[src/rtl/pc_stack.sv]
// pc_stack: program counter with a small shift-register return/data stack.
// Each cycle one op (INC, BRANCH, CALL, RET, PUSH, POP) is applied on the
// rising clock edge unless stall is high. The stack has no pointer; push
// shifts every level down and pop shifts every level up, with the bottom
// level duplicating itself.
//
// Optional feature: define PC_STACK_DEPTH_FLAGS_EN to compile in the
// occupancy counter (depth) and the sticky stack_ovf / stack_unf flags.
// Without it those outputs are tied to zero and no counter logic exists.
module pc_stack #(
  parameter int ADDR_WIDTH = 12,
  parameter int DEPTH      = 4
) (
  input  logic                           clk,
  input  logic                           reset,
  input  logic                           stall,
  input  logic [2:0]                     pc_op,
  input  logic                           cond,
  input  logic [ADDR_WIDTH-1:0]          target,
  input  logic [ADDR_WIDTH-1:0]          push_data,
  output logic [ADDR_WIDTH-1:0]          pc,
  output logic [ADDR_WIDTH-1:0]          stack_top,
  output logic [$clog2(DEPTH+1)-1:0]     depth,
  output logic                           stack_ovf,
  output logic                           stack_unf
);

  localparam int DW = $clog2(DEPTH + 1);

  localparam logic [2:0] OP_INC    = 3'b000;
  localparam logic [2:0] OP_BRANCH = 3'b001;
  localparam logic [2:0] OP_CALL   = 3'b010;
  localparam logic [2:0] OP_RET    = 3'b011;
  localparam logic [2:0] OP_PUSH   = 3'b100;
  localparam logic [2:0] OP_POP    = 3'b101;

  logic [ADDR_WIDTH-1:0] pc_q, pc_d;
  logic [ADDR_WIDTH-1:0] pc_inc;
  logic [ADDR_WIDTH-1:0] stk_q [DEPTH];
  logic [ADDR_WIDTH-1:0] stk_d [DEPTH];
  logic [ADDR_WIDTH-1:0] push_val;
  logic                  do_push;
  logic                  do_pop;

  // Sequential successor address; wraps naturally at all-ones.
  assign pc_inc = pc_q + ADDR_WIDTH'(1);

  // Op decode: next pc and stack request. Stall masks everything so that
  // no state (pc, stack, counter, flags) can move while it is high.
  always_comb begin
    pc_d     = pc_q;
    do_push  = 1'b0;
    do_pop   = 1'b0;
    push_val = pc_inc;
    if (!stall) begin
      case (pc_op)
        OP_INC:    pc_d = pc_inc;
        OP_BRANCH: pc_d = cond ? target : pc_inc;
        OP_CALL: begin
          pc_d     = target;
          do_push  = 1'b1;
          push_val = pc_inc;
        end
        OP_RET: begin
          // Return address is the pre-edge top of stack.
          pc_d   = stk_q[0];
          do_pop = 1'b1;
        end
        OP_PUSH: begin
          pc_d     = pc_inc;
          do_push  = 1'b1;
          push_val = push_data;
        end
        OP_POP: begin
          pc_d   = pc_inc;
          do_pop = 1'b1;
        end
        // Reserved codes are plain increments.
        default:   pc_d = pc_inc;
      endcase
    end
  end

  // Stack next state: shift down on push, shift up on pop, bottom repeats.
  always_comb begin
    for (int i = 0; i < DEPTH; i++) begin
      stk_d[i] = stk_q[i];
    end
    if (do_push) begin
      stk_d[0] = push_val;
      for (int i = 1; i < DEPTH; i++) begin
        stk_d[i] = stk_q[i-1];
      end
    end else if (do_pop) begin
      for (int i = 0; i < DEPTH - 1; i++) begin
        stk_d[i] = stk_q[i+1];
      end
    end
  end

  // pc and stack registers with asynchronous active-low clear.
  always_ff @(posedge clk or negedge reset) begin
    if (!reset) begin
      pc_q <= '0;
      for (int i = 0; i < DEPTH; i++) begin
        stk_q[i] <= '0;
      end
    end else begin
      pc_q <= pc_d;
      for (int i = 0; i < DEPTH; i++) begin
        stk_q[i] <= stk_d[i];
      end
    end
  end

  // Both outputs come straight from registers: no input-to-output path.
  assign pc        = pc_q;
  assign stack_top = stk_q[0];

`ifdef PC_STACK_DEPTH_FLAGS_EN
  localparam logic [DW-1:0] DEPTH_MAX = DW'(DEPTH);

  logic [DW-1:0] depth_q, depth_d;
  logic          ovf_q, ovf_d;
  logic          unf_q, unf_d;

  // Saturating occupancy count; overflow/underflow attempts latch a flag.
  always_comb begin
    depth_d = depth_q;
    ovf_d   = ovf_q;
    unf_d   = unf_q;
    if (do_push) begin
      if (depth_q == DEPTH_MAX) begin
        ovf_d = 1'b1;
      end else begin
        depth_d = depth_q + DW'(1);
      end
    end else if (do_pop) begin
      if (depth_q == '0) begin
        unf_d = 1'b1;
      end else begin
        depth_d = depth_q - DW'(1);
      end
    end
  end

  // Counter and sticky flags; only reset clears the flags.
  always_ff @(posedge clk or negedge reset) begin
    if (!reset) begin
      depth_q <= '0;
      ovf_q   <= 1'b0;
      unf_q   <= 1'b0;
    end else begin
      depth_q <= depth_d;
      ovf_q   <= ovf_d;
      unf_q   <= unf_d;
    end
  end

  assign depth     = depth_q;
  assign stack_ovf = ovf_q;
  assign stack_unf = unf_q;
`else
  assign depth     = '0;
  assign stack_ovf = 1'b0;
  assign stack_unf = 1'b0;
`endif

endmodule

[config.mk]
export PLATFORM = sky130hd
export DESIGN_NAME = pc_stack
export DESIGN_NICKNAME = d
export VERILOG_FILES = /design/src/rtl/pc_stack.sv
export SDC_FILE = /design/constraint.sdc
export NUM_CORES = 1
export LEC_CHECK = 0
export ABC_AREA = 1
export CAP_MARGIN = 5
export CORE_ASPECT_RATIO = 0.6
export CORE_MARGIN = 2
export CORE_UTILIZATION = 52
export DETAILED_ROUTE_END_ITERATION = 16
export GPL_ROUTABILITY_DRIVEN = 0
export PLACE_DENSITY = 0.8
export SYNTH_ARGS = -nofsm -noshare
export SYNTH_HDL_FRONTEND = slang
export SYNTH_SLANG_ARGS = --single-unit
[constraint.sdc]
create_clock -name clk -period 1.56 [get_ports clk]
set_input_delay 0.39 -clock clk [delete_from_list [all_inputs] [get_ports clk]]
set_output_delay 0.39 -clock clk [all_outputs]
set_load 0.02 [all_outputs]
Yosys cells after proc, flatten, opt, wreduce, memory -nomap -nowiden
Cells that the tools add are included.

word-level totals
  flip-flop bits (word level) = 60
  bits of input ports = 31
  output and inout bits = 29
  logic and storage cells = 24

operators by class
  add/subtract/negate cells = 1
  eq/ne operators = 5
  mux-type cells = 10
  reduce and logical (&&, ||, !) cells = 3

operator list
  kind                                                                   count
  36-bit 2-to-1 mux                                                      2
  12-bit 2-to-1 mux                                                      3
  12-bit one-hot mux with 3 select lines                                 1
  12-bit by 1-bit adder with 12-bit output, second input constant        1
  3-bit by 2-bit equality test with 1-bit output, second input constant  2
  3-bit equality test, second input constant                             2
  1-bit 2-to-1 mux                                                       4
  2-bit OR reduction                                                     2
  3-bit by 1-bit equality test with 1-bit output, second input constant  1
  2-bit nonzero test                                                     1

Depth between registers and ports, before layout
Gate-level depths: netlist of run 1.

  depth in word-level cells = 6
  gate-level depth with buffers = 10
  gate-level depth less buffers = 9

Least setup slack after synthesis of run 1
OpenSTA, ideal clock, no wires.

  kind = register to register
  from = register pc_q[0], in the netlist pc[0]
  to = register pc_q[8], in the netlist pc[8]
  setup time = 0.117 ns
  arrival time = 1.436 ns
  data required time = 1.443 ns
  slack = 0.007 ns
  stages on the path, launching flop included = 9
  path buffers = 0
  period minus slack after synthesis = 1.553 ns
  path through = dfrtp_1 -> ha_1 -> nand3_1 -> nor2_1 -> nand3_1 -> nand3_1 -> nand2_1 -> nor2_1 -> nor2_1

between the ends
  word-level cells in the longest chain between the ends = 3

RTL lines
  what                                        RTL line  source
  from (decl)                                 37        logic [ADDR_WIDTH-1:0] pc_q, pc_d;
  from (signal assigned)                      109       pc_q <= pc_d;
  12-bit by 1-bit adder with 12-bit output *  46        assign pc_inc = pc_q + ADDR_WIDTH'(1);
  12-bit 2-to-1 mux                           58        OP_BRANCH: pc_d = cond ? target : pc_inc;
  12-bit one-hot mux with 3 select lines *    56        case (pc_op)

Mark *: on every way between the ends. The rest lies on a longest branch, timed or not.
A chain may end at the register's enable or synchronous reset.

Worst setup path in the final report of run 1
  from = input port pc_op[2]
  to = register stk_q (netlist bit stack_top[4])

between the ends
  word-level cells in the longest chain between the ends = 5
  elaborated cells on any way between the ends = 14
  those cells by class = 4 x eq/ne; 7 x mux; 3 x reduce/logical

RTL lines
  what                                                                                   RTL line  source
  from (decl)                                                                            17        input logic [2:0] pc_op,
  3-bit by 2-bit equality test with 1-bit output or 3-bit equality test (tied branches)  56
  2-bit OR reduction (no line)                                                           n/a
  1-bit 2-to-1 mux                                                                       56
  1-bit 2-to-1 mux                                                                       55        if (!stall) begin
  36-bit 2-to-1 mux or 2-bit nonzero test (tied branches)                                n/a
  to (signal, indexed assignment)                                                        111       stk_q[i] <= stk_d[i];
  to (decl)                                                                              39        logic [ADDR_WIDTH-1:0] stk_q [DEPTH];

Parallel ways exist; a longest one is shown, timed or not.

==> run_results.csv, run 1 <==
group,metric,value,unit
flow_run,cap_violations,0,
yosys,ys_warn_count,0,
yosys,synth.distinct_cells,30,
routing,drc_errors,0,
pwr,total_power,5340,µW
sta,hold_slack,486,ps
pwr,cellLeakagePower,0.00204,µW
placed_design,dp_hpwl,6540,µm
sta,rsz0062_at_grt,"true",
grt,antenna_found_initial,0,
yosys,synthArstFlopShare,1.00,
setup_path,r2r-end,"pc[8]",
yosys,synth-simple-area-share,0.197,
grt,grt_pass1_vias,3019,
yosys,synth-compound-area-share,0.202,
placed_design,place.detailed.instances,540,
floorplan,die-width,105,µm
setup_path,worstSetupPathType,"in -> reg",
pwr,p_sw,2020,µW
setup_path,crit_path_max_incr_delay,470,ps
yosys,synth-edff-count,0,
pwr,pwr-share-clk,0.227,
pwr,sw_frac_of_total,0.379,
min_path,hold_path_class,"reg -> reg",
setup_path,cp.required,1810,ps
cells_and_area,drive_gt1_frac,0.188,
floorplan,die_area,6830,µm²
routing,routed_wl,9640,µm
yosys,postSynthAreaPerCell,8.04,µm²
floorplan,fp.dieH,64.8,µm
pwr,p_per_area,1230,nW/µm²
clocking,clk_latency,350,ps
sta,min_period,1540,ps
setup_path,critical_path_arrival,1790,ps
yosys,ys_seq_area_frac,0.468,
yosys,syn_inst,399,
sta,fin_worst_skew,6.20,ps
pwr,peakVddDrop,0.724,mV
setup_path,reg2reg_depth,9,
run_status,outcome,"finished, final reports clean",
setup_path,crit_path_start_kind,"input pin",
min_path,holdPathStages,2,
cells_and_area,syn2layout_area_growth,34.7,%
floorplan,core,6030,µm²
pwr,p_comb_frac,0.339,
min_path,min_to,"stk_q[9]",
sta,setup-tns-final,0,ps
sta,finalSetupViolations,0,
setup_path,cp.depth,8,
grt,grt_remaining_overflow,0,
setup_path,crit_chain,"clkdlybuf4s50_1 -> inv_1 -> nand2_4 -> nand2_1 -> nand2_2 -> buf_12 -> a21oi_1 -> a31oi_1",
setup_path,timing.rr.start,"pc[0]",
routing,antenna_left,0,
clocking,cts_sinks,60,
routing,drtIter0Drc,291,
setup_path,crit_slowest_cell,"clkdlybuf4s50_1",
yosys,synth_top_family_by_area,"compound AO/OA/AOI/OAI gates",
yosys,ys_ff_latch,60,
cells_and_area,layout_common_cells,"85 x nand2_1, 58 x dfrtp_1, 30 x o21ai_0",
yosys,synthAdderAreaFrac,0.00390,
yosys,ys.flop_type,"dfrtp_1",
sta,maxSlewViolCount,0,
sta,finalHoldViolations,0,
min_path,hold_start,"stk_q[9]",
setup_path,end_kind,"flip-flop",
clocking,clock-root-buffer,"clkbuf_8",
setup_path,critPathBufInv,3,
setup_path,r2r_slack,20,ps
clocking,h-tree-depth,3,
floorplan,rows,22,
yosys,synth_xor_xnor_area_share,0.00819,
yosys,synth_area,3210,µm²
cells_and_area,num_antenna_cells,0,
routing,firstDrtPassIters,6,
yosys,synth_mux_area_frac,0,
routing,vias_per_cell,5.78,
sta,fin_crit_sh,0.988,
clocking,cts_tree,"done",
floorplan,start_util,0.532,
setup_path,cpLargestDelayFamily,"buffers and inverters",
routing,wl_per_cell,17.1,µm
routing,via_count,3254,
clocking,clockBufferDepth,2,
placed_design,port_buffers,54,
pwr,p_int,3310,µW
clocking,cts.clk_slew.worst_paths,70,ps
grt,groute.usage.overall,0.277,
floorplan,pin_count,60,
cells_and_area,fillers,476,
cells_and_area,mostFrequentLayoutCell,"nand2_1",
cells_and_area,final_cells,563,
grt,grt_pass1_wl,14600,µm
grt,grt_max_degree,46,
pwr,seq_power_share,0.434,
cells_and_area,post-route-util,0.717,
setup_path,cp_max_fo,23,
sta,max_freq,649,MHz
cells_and_area,nets,507,
clocking,cts_made_buffers,9,
worst max-delay path by stage:
stage,start,to,slack (ps)
6_report,pc_op[2],stack_top[4],20
5_1_grt,pc[0],pc[8],-50
4_1_cts,pc[0],pc[8],5
3_5_place_dp,pc_op[2],pc[7],-470
3_3_place_gp,pc_op[2],pc[7],-350
2_1_floorplan,pc[0],pc[8],7
power by group through the flow:
stage,Sequential (µW),Combinational (µW),Clock [µW]
after floorplan,2320,1030,0
after global placement,2310,1680,0
after detailed placement,2320,1750,0
after CTS,2290,1670,1220
after global routing,2360,1980,1310
final,2320,1810,1210
registers in the layout (all words and copies together) (netlist names):
name / cells
pc: 12
stack_top: 12
stk_q: 36
stage by stage:
stage | setup WS, ps | cell area [µm²]
final | 18.3 | 4320
after global routing | -53.0 | 4320
after CTS | 4.74 | 4110
after detailed placement | -473 | 3960
after global placement | -348 | 3960
after floorplan | 6.99 | 3220
kinds of logic after synthesis:
logic type | after synthesis
and+or+nand+nor | 154
DFF | 60
AOI/OAI and AO/OA | 108
xor gates and xnor gates | 3
buffers and inverters | 72
other | 1
adders and majority gates | 1
metal layers:
layer | wire [µm] | vias up | track usage
li1 | - | 1471 | -
met1 | 4150 | 1558 | 0.374
met2 | 4320 | 192 | 0.433
met3 | 959 | 33 | 0.0825
met4 | 206 | 0 | 0.0800
met5 | 0 | - | 0
layout make-up:
type,count,area (µm²),share of cell area
Inverter,35,139,0.0321
Multi-Input combinational cell,271,1420,0.327
Timing Repair Buffer,98,992,0.230
Sequential cell,60,1500,0.348
Clock inverter,6,42.5,0.00984
Clock buffer,9,124,0.0287
Tap cell,84,105,0.0243
Yosys cell counts (all sizes together), types with 3 or more instances:
cell type | instances | area [µm²]
buf | 33 | 236
xnor2 | 3 | 26.3
a22oi | 14 | 105
a21oi | 26 | 130
dfrtp | 60 | 1500
clkbuf | 4 | 15.0
nand2 | 89 | 337
nor2 | 34 | 138
o21ai | 31 | 166
nand3 | 27 | 135
a21boi | 6 | 45.1
a31oi | 14 | 87.6
o22ai | 12 | 75.1
inv | 34 | 128
timing repair:
item                                   CTS  global route
endpoints found under the hold margin   14             0
hold buffers                             1             0
gates resized for setup                 30            41
setup endpoints to repair               28            42
pin swaps                                0             5
cloned                                   0             4
buffers inserted                         0             3
tightest hold or removal path: stages (launching register included):
cell     delay, ps
dfrtp_1        320
nand2_1         60
o21ai_0         70
(Power assumes the default switching activity.)
==> run 2, diff against run 1 <==
--- a/config.mk
+++ b/config.mk
@@ -13,6 +13,7 @@
 export DETAILED_ROUTE_END_ITERATION = 16
 export GPL_ROUTABILITY_DRIVEN = 0
 export PLACE_DENSITY = 0.8
+export RECOVER_POWER = 100
 export SYNTH_ARGS = -nofsm -noshare
 export SYNTH_HDL_FRONTEND = slang
 export SYNTH_SLANG_ARGS = --single-unit
==> run_results.csv, run 2 (synthesis results as in run 1) <==
group,metric,value,unit
sta,setup_ws,17.4,ps
cells_and_area,seqCellArea,1500,µm²
placed_design,port_buffers,54,
pwr,total_power,5340,µW
routing,routed_wl,9690,µm
cells_and_area,syn2layout_area_growth,33.7,%
pwr,p_int,3300,µW
setup_path,critical_path_arrival,1800,ps
floorplan,die_area,6830,µm²
grt,groute.usage.overall,0.277,
placed_design,dp_slack,-473,ps
setup_path,cp.required,1820,ps
routing,wl_per_cell,17.2,µm
routing,wl_met2,4340,µm
placed_design,dp_hpwl,6540,µm
pwr,sw_frac_of_total,0.381,
setup_path,cp_max_fo,23,
setup_path,crit_path_start_kind,"input pin",
routing,vias_per_cell,5.69,
routing,drtIter0Drc,314,
cells_and_area,post-route-util,0.712,
cells_and_area,regMostFlops,"stk_q",
routing,drc_errors,0,
setup_path,timing.rr.start,"pc[0]",
cells_and_area,fillers,481,
clocking,clock-root-buffer,"clkbuf_8",
floorplan,die-width,105,µm
floorplan,rows,22,
setup_path,critPathCapture,"stack_top[4]",
cells_and_area,nets,507,
cells_and_area,mostFrequentLayoutCell,"nand2_1",
routing,via_count,3203,
setup_path,worstSetupPathType,"in -> reg",
pwr,cellLeakagePower,0.00203,µW
sta,fin_crit_sh,0.989,
flow_run,cap_violations,0,
clocking,clockBufferDepth,2,
sta,max_freq,648,MHz
floorplan,start_util,0.532,
pwr,p_per_area,1240,nW/µm²
pwr,pwr-share-clk,0.229,
floorplan,core,6030,µm²
grt,antenna_found_initial,0,
pwr,peakVddDrop,0.724,mV
min_path,hold_path_class,"reg -> reg",
setup_path,r2r-end,"pc[8]",
routing,dr_wl_met3,882,µm
cells_and_area,largest_reg_flops,36,
grt,grt_pass1_vias,3019,
sta,min_period,1540,ps
setup_path,reg2reg_depth,8,
run_status,outcome,"finished, final reports clean",
cells_and_area,num_antenna_cells,0,
sta,finalSetupViolations,0,
pwr,p_sw,2030,µW
clocking,clk_latency,350,ps
sta,maxSlewViolCount,0,
clocking,cts_made_buffers,9,
cells_and_area,final_cells,563,
floorplan,pin_count,60,
setup_path,startpoint,"pc_op[2]",
placed_design,place.detailed.instances,540,
routing,top_layer,"met4",
floorplan,fp.dieH,64.8,µm
clocking,cts_tree,"done",
routing,met1Wirelength,4260,µm
setup_path,r2r_slack,30,ps
grt,grt_max_degree,46,
cells_and_area,multi_input_area,1420,µm²
routing,firstDrtPassIters,5,
clocking,h-tree-depth,3,
sta,rsz0062_at_grt,"true",
grt,grt_pass1_wl,14600,µm
clocking,cts_sinks,60,
cells_and_area,layout_common_cells,"85 x nand2_1, 58 x dfrtp_1, 30 x o21ai_0",
pwr,seq_power_share,0.434,
routing,antenna_left,0,
grt,grt_remaining_overflow,0,
sta,finalHoldViolations,0,
setup_path,end_kind,"flip-flop",
clocking,cts.clk_slew.worst_paths,70,ps
sta,fin_worst_skew,7.65,ps
pwr,p_comb_frac,0.337,
cells_and_area,drive_gt1_frac,0.186,
[run 2: changes by cell type in the layout (fill, tap and decap cells not counted)]
cell,before,now
buf_4,29,28
clkbuf_2,2,4
clkbuf_1,0,1
buf_2,2,1
buf_12,7,5
clkbuf_4,0,1
[run 2: area by class of cell]
type,count,area share
Clock buffer,9,0.0289
Clock inverter,6,0.00992
Inverter,35,0.0324
Multi-Input combinational cell,271,0.330
Sequential cell,60,0.351
Tap cell,84,0.0245
Timing Repair Buffer,98,0.224
[run 2: critical path, stage by stage]
cell             delay, ps
clkdlybuf4s50_1        470
inv_1                   80
nand2_4                100
nand2_1                 80
nand2_2                190
buf_12                 190
a21oi_1                 70
a31oi_1                220
[run 2: timing repair]
action | in CTS | in global routing
setup buffers | 0 | 3
hold buffers | 1 | 0
endpoints found under the hold margin | 14 | 0
gates resized for setup | 30 | 41
cloned | 0 | 4
endpoints found under the setup margin | 28 | 42
pin swaps | 0 | 5
[run 2: through the flow]
step | TNS (ps) | cell area, µm² | hold slack, ps
finish | 0 | 4290 | 486
global route | -143 | 4290 | 515
CTS | 0 | 4110 | 486
detailed placement | -16500 | 3960 | 348
global placement | -13140 | 3960 | 345
floorplan | 0 | 3220 | 94.4
[run 2: worst min path at each step]
stage / startpoint / slack [ps] / endpoint / cells after the start
detailed placement: reset / 350 / stk_q[5] / 1
finish: stk_q[9] / 490 / stk_q[9] / 2
CTS: stk_q[7] / 490 / stk_q[7] / 2
floorplan: reset / 90 / pc[0] / 0
global placement: reset / 350 / stk_q[5] / 1
global route: stk_q[9] / 510 / stk_q[9] / 2
[run 2: routing by layer]
layer	global-route usage	vias to the layer above
met2	0.433	161
met3	0.0825	26
met4	0.0800	0
met1	0.374	1543
li1	-	1473
met5	0	-
[run 2: power groups by stage]
stage          clock [µW]  combinational [µW]  sequential [µW]
5_1_grt              1310                1970             2360
3_3_place_gp            0                1680             2310
2_1_floorplan           0                1030             2320
6_report             1220                1800             2320
4_1_cts              1220                1670             2290
3_5_place_dp            0                1750             2320
==> variant 1: new RTL, settings of run 2 <==
The parameter `ADDR_WIDTH` goes from 12 to 14.
--- a/src/rtl/pc_stack.sv
+++ b/src/rtl/pc_stack.sv
@@ -10,3 +10,3 @@
 module pc_stack #(
-  parameter int ADDR_WIDTH = 12,
+  parameter int ADDR_WIDTH = 14,
   parameter int DEPTH      = 4
Ports: changed (resized pc, push_data, stack_top and target); port bits go from 60 to 68. The function was not compared with the original's and may differ.
==> variant 1 against run 2 <==
  * Design area is 17% higher
  * Maximum frequency is 0.68% higher
  * Hold slack worse by 0.085 ns
  * Critical path depth is 7 lower
  * Sequential share of layout area is 0.15 points lower
  * Power is 35% higher
  * Sequential cell count is 10 higher
  * Die area is 18% higher
  * Wire length is 15% higher
  * Setup slack better by 0.010 ns
  * Synthesized area is 19% higher
  * Clock power is 80% higher
==> variant 1: results (changes against run 2) <==
Drt
  • Via-per-instance ratio: 5.64 (-0.81%)
  • Met2 Wirelength: 5.14 mm (+18%)
  • Drt first-iter violations: 277 (-12%)
  • Post-Route M1 WL: 4.91 mm (+15%)
  • Final WL: 11.1 mm (+15%)
  • Routed wl met3: 873 µm (-1.0%)

Place
  • Placed cell areas: 0.00465 mm² (+18%)
  • DP Cell Count: 653 (+21%)
  • Post-DP HPWL: 7.72 mm (+18%)
  • Port bufs: 62 (+15%)

Critical path
  • Crit path largest cell delay: 0.44 ns (-0.03 ns)
  • Register-to-register setup slack: 0.05 ns (+0.02 ns)
  • CP delay by family, top: flip-flops
  • Crit path max fanout: 5 (-78%)
  • WP data arrival: 1.14 ns (-0.66 ns)
  • CP max stage cell: dfrtp_1

GRT
  • Total GRT Usage: 29.4% (+1.8 points)
  • GR Util met1: 40.5% (+3.1 points)
  • Pin count of the biggest net entering global routing: 45 (-2.2%)
  • First-pass GRT wire length: 18.3 mm (+25%)
  • Met2 usage: 45.7% (+2.4 points)
  • Met3 usage: 7.64% (-0.61 points)
  • Vias in the first global route: 3,802 (+26%)

Clocking
  • Postcts setup bufs: 1 (+1)
  • Clock Latency Late Sink: 0.33 ns (-0.02 ns)
  • Post-cts repair resize count: 36 (+20%)
  • CTS root buffer: clkbuf_16
  • Clock transition at path regs: 0.06 ns

Power and ir drop
  • Leak pwr: 2.50 nW (+23%)
  • Power density over cell area: 1430 mW/mm² (+15%)
  • Maximum vdd drop: 0.791 mV (+9.3%)

Final layout
  • Count of multi-input gates: 341 (+26%)
  • Fin cells: 675 (+20%)
  • Total Nets Final: 615 (+21%)
  • Largest register FFs: 42 (+17%)
  • Clock buffers: 12 (+3)
  • Clock buf/inv share: 6.29% (+2.4 points)
  • FF/Latch Area: 0.00176 mm² (+17%)
  • Fillers: 572 (+19%)
  • Fraction of layout instances using a drive strength above 1: 16.1% (-2.5 points)
  • Layout buffering overhead excluding clock cells: 19.7% (-2.7 points)
  • Fraction of area in multi-input gates: 33.3% (+0.33 points)
  • Non-clk invs: 47 (+34%)
  • Signal buffers: 110 (+12%)

STA
  • Max-slew headroom: between 20% and 30%
  • Clock Skews: 0.00464 ns (-0.00300 ns)
  • Fmax achieved: 653 MHz (+0.68%)
  • Hold slack: 0.400 ns (-0.0852 ns)

Synth
  • Syn Inst Count: 498 (+25%)
  • Largest cells by area after synthesis: dfrtp_1, nand2_1, nor2_1
  • Synthesized area: 0.00380 mm² (+19%)
  • Synth unique cells: 34 (+13%)
  • Register area share after synthesis: 46.1% (-0.73 points)
  • FF+latch count, synth: 70 (+17%)
  • Post-synth top cells: nand2_1, dfrtp_1, nor2_1
  • Yosys warns: 0 (unchanged)

Min path
  • Worst hold-check path type: input pin to async pin

Outcome
  • Status: completed

Die
  • Core area: 0.00718 mm² (+19%)
## variant 1: report_power, final
| part | internal, W | leakage [nW] | switching (W) |
|---|---|---|---|
| Sequential | 0.00241 | 0.867 | 0.000433 |
| Clock | 0.00144 | 0.157 | 0.000761 |
| Combinational | 0.000898 | 1.48 | 0.00127 |
| Total | 0.00475 | 2.50 | 0.00247 |
## variant 1: final timing paths
check	from	endpoint	cells past startpoint
worst max register to register	pc[1]	pc[6]	9
min in group clk	stk_q[10]	stk_q[10]	2
max in group asynchronous	reset	pc[2]	2
worst min-delay path	reset	stk_q[40]	2
worst min register to register	stk_q[10]	stk_q[10]	2
worst max-delay path	pc[7]	pc[7]	1
## variant 1: kinds of logic (layout without fill, tap and decap cells)
logic type	count (synthesis)	in the layout	share of synthesized area, %
DFF	70	70	46.1
other	1	5	0.0986
buffers and inverters	91	173	11.8
AOI/OAI and AO/OA	103	103	16.0
and+or+nand+nor	227	227	24.5
xor gates and xnor gates	5	5	1.15
adders and majority gates	1	1	0.329
==> variant 2: new RTL, settings of run 2 <==
Without the edit above. Register the input `target` before use. The logic sees it one clock later. The other inputs are not delayed to match.
--- a/src/rtl/pc_stack.sv
+++ b/src/rtl/pc_stack.sv
@@ -36,2 +36,8 @@
 
+  logic [ADDR_WIDTH-1:0] target_q;
+
+  always_ff @(posedge clk) begin
+    target_q <= target;
+  end
+
   logic [ADDR_WIDTH-1:0] pc_q, pc_d;
@@ -57,5 +63,5 @@
         OP_INC:    pc_d = pc_inc;
-        OP_BRANCH: pc_d = cond ? target : pc_inc;
+        OP_BRANCH: pc_d = cond ? target_q : pc_inc;
         OP_CALL: begin
-          pc_d     = target;
+          pc_d     = target_q;
           do_push  = 1'b1;
Function: changed (Yosys sat finds a counterexample within 4 cycles, from zero or initial values and one cycle with reset low).
==> variant 2 against run 2 <==
  * Design area is 6.7% higher
  * Sequential cell count is 12 higher
  * Utilization is 2.0 points lower
  * Power is 19% higher
  * Wire length is 3.3% lower
  * Count of clock-buffer cells in the layout is 3 higher
  * Synthesized area is 9.9% higher
  * Die area is 9.4% higher
  * Setup slack better by 0.027 ns
  * Largest cell class unchanged
  * Highest routed layer unchanged
==> variant 2: results (changes against run 2) <==
Outcome
  • Status: completed

GRT
  • Initial antenna violation count: 0 (unchanged)
  • Total GRT Usage: 26.6% (-1.1 points)
  • First-pass GRT wire length: 14.6 mm (-0.42%)
  • Pin count of the biggest net entering global routing: 61 (+33%)
  • Vias in the first global route: 2,999 (-0.66%)

Synth
  • Largest cells by area after synthesis: dfrtp_1, nand2_1, dfxtp_1
  • Compound-Gate Fraction of Synth Area: 17.4% (-2.9 points)
  • Register area share after synthesis: 49.4% (+2.6 points)
  • Yosys warns: 0 (unchanged)
  • Mux contribution to synthesized area: 0% (unchanged)
  • Post-synth ARST share: 83.3% (-17 points)
  • Post-synth top cells: nand2_1, dfrtp_1, inv_1
  • Syn Inst Count: 427 (+7.0%)
  • Post-synthesis adder-cell area fraction: 0.355% (-0.035 points)
  • Synth unique cells: 32 (+6.7%)
  • Post-Synth XOR/XNOR Area: 0.745% (-0.074 points)

Final layout
  • Largest Register: stk_q
  • Largest register FFs: 36 (unchanged)
  • Total Nets Final: 533 (+5.1%)
  • Fillers: 530 (+10%)
  • Fraction of layout instances using a drive strength above 1: 16.0% (-2.6 points)
  • Fin cells: 593 (+5.3%)
  • Antenna Cells: 0 (unchanged)

Critical path
  • Register-to-Register Path Depth: 6 (-2)
  • Register-to-register setup slack: 0.09 ns (+0.06 ns)
  • Crit path max fanout: 5 (-78%)
  • Crit path largest cell delay: 0.42 ns (-0.05 ns)
  • WP data arrival: 1.13 ns (-0.67 ns)
  • CP delay by family, top: flip-flops
  • Worst r2r src: pc[0]
  • Reg2reg end: pc[6]
  • CP max stage cell: dfrtp_1

Drt
  • Via-per-instance ratio: 5.49 (-3.5%)
  • Detailed Routing Iterations Pass 1: 5 (unchanged)
  • Drt first-iter violations: 333 (+6.1%)
  • Final WL: 9.37 mm (-3.3%)

Place
  • Post-DP HPWL: 6.41 mm (-2.0%)
  • Placed cell areas: 0.00429 mm² (+8.4%)
  • Port bufs: 54 (unchanged)
  • DP Cell Count: 574 (+6.3%)

Clocking
  • CTS root buffer: clkbuf_16
  • Num CTS Buffers: 9 (unchanged)
  • Clock tree buffer depth: 2 (unchanged)
  • Clock Latency Late Sink: 0.34 ns
  • Clock transition at path regs: 0.05 ns (-0.02 ns)
  • CTS H-tree depth: 3 (unchanged)

Min path
  • Worst hold-check path type: input pin to async pin

STA
  • Max-slew violations: 0 (unchanged)
  • Clock Skews: 0.00732 ns (-0.000330 ns)
  • Worst slew pin tran: 0.828 ns

Power and ir drop
  • Leak pwr: 2.21 nW (+9.2%)
  • Maximum vdd drop: 0.700 mV (-3.3%)
[variant 2: cell count changes after synthesis, moves of 3 or more]
cell             run 2  this run
dfxtp_1              0        12
buf_6                3         6
o21ai_1              0         5
inv_2                4         1
a21boi_0             5         0
inv_1               30        39
a21oi_1             26        34
o22ai_1             12         0
nor2_1              32        37
nand2_2              1         4
a22oi_1             14        17
[variant 2: cells by family (layout without fill, tap and decap cells)]
| family | after synthesis | after routing |
|---|---|---|
| simple gates | 163 | 164 |
| compound gates | 106 | 106 |
| buf+inv | 81 | 155 |
| flops | 72 | 72 |
| xor+xnor | 3 | 3 |
| fa+ha+maj | 1 | 1 |
| other cells | 1 | 5 |
[variant 2: final cells by class]
type	count	area, µm²	area share, %
multi-input cells	279	1410	30.7
inverters	43	169	3.69
well taps	87	109	2.38
clock inverters	4	45.0	0.984
repair buffers	96	860	18.8
flip-flops and latches	72	1740	38.0
clock buffers	12	246	5.38
[variant 2: what timing repair did]
item,CTS,global route
pin swaps,0,3
setup buffers,0,2
endpoints found under the setup margin,24,52
gates cloned,0,1
gates resized for setup,24,25
[variant 2: metrics by stage]
stage          setup TNS, ns  power (W)  setup WS [ns]  hold WS, ns
3_5_place_dp          -15.33    0.00439         -0.327        0.423
5_1_grt            -0.000375    0.00671      -0.000375        0.329
2_1_floorplan              0    0.00369         0.0717       0.0944
6_report                   0    0.00635         0.0445        0.256
3_3_place_gp          -13.34    0.00432         -0.288        0.420
4_1_cts                    0    0.00633         0.0139       0.0626
[variant 2: where the power goes]
part	total (W)	leakage [nW]	switching [W]	internal, W
registers	0.00258	0.799	0.000292	0.00229
clock network	0.00202	0.146	0.000748	0.00127
logic	0.00175	1.27	0.00103	0.000712
total	0.00635	2.21	0.00207	0.00427
[variant 2: metal layers]
metal	up-vias	track usage (%)	wire (µm)
met5	-	0	0
met4	0	5.31	95
met3	15	9.17	785
met2	165	39.9	4130
met1	1538	37.6	4350
li1	1539	-	-
[variant 2: worst max-delay path by stage]
stage                     slack [ns]     start            to  cells after the start
final                           0.04     pc[0]         pc[0]                      1
after floorplan                 0.07     pc[1]         pc[8]                      8
after detailed placement       -0.33  pc_op[2]     stk_q[13]                      9
after global routing         -0.0004     pc[0]         pc[9]                     10
after CTS                       0.01  pc_op[2]  stack_top[2]                      9
after global placement         -0.29  pc_op[1]         pc[9]                     10
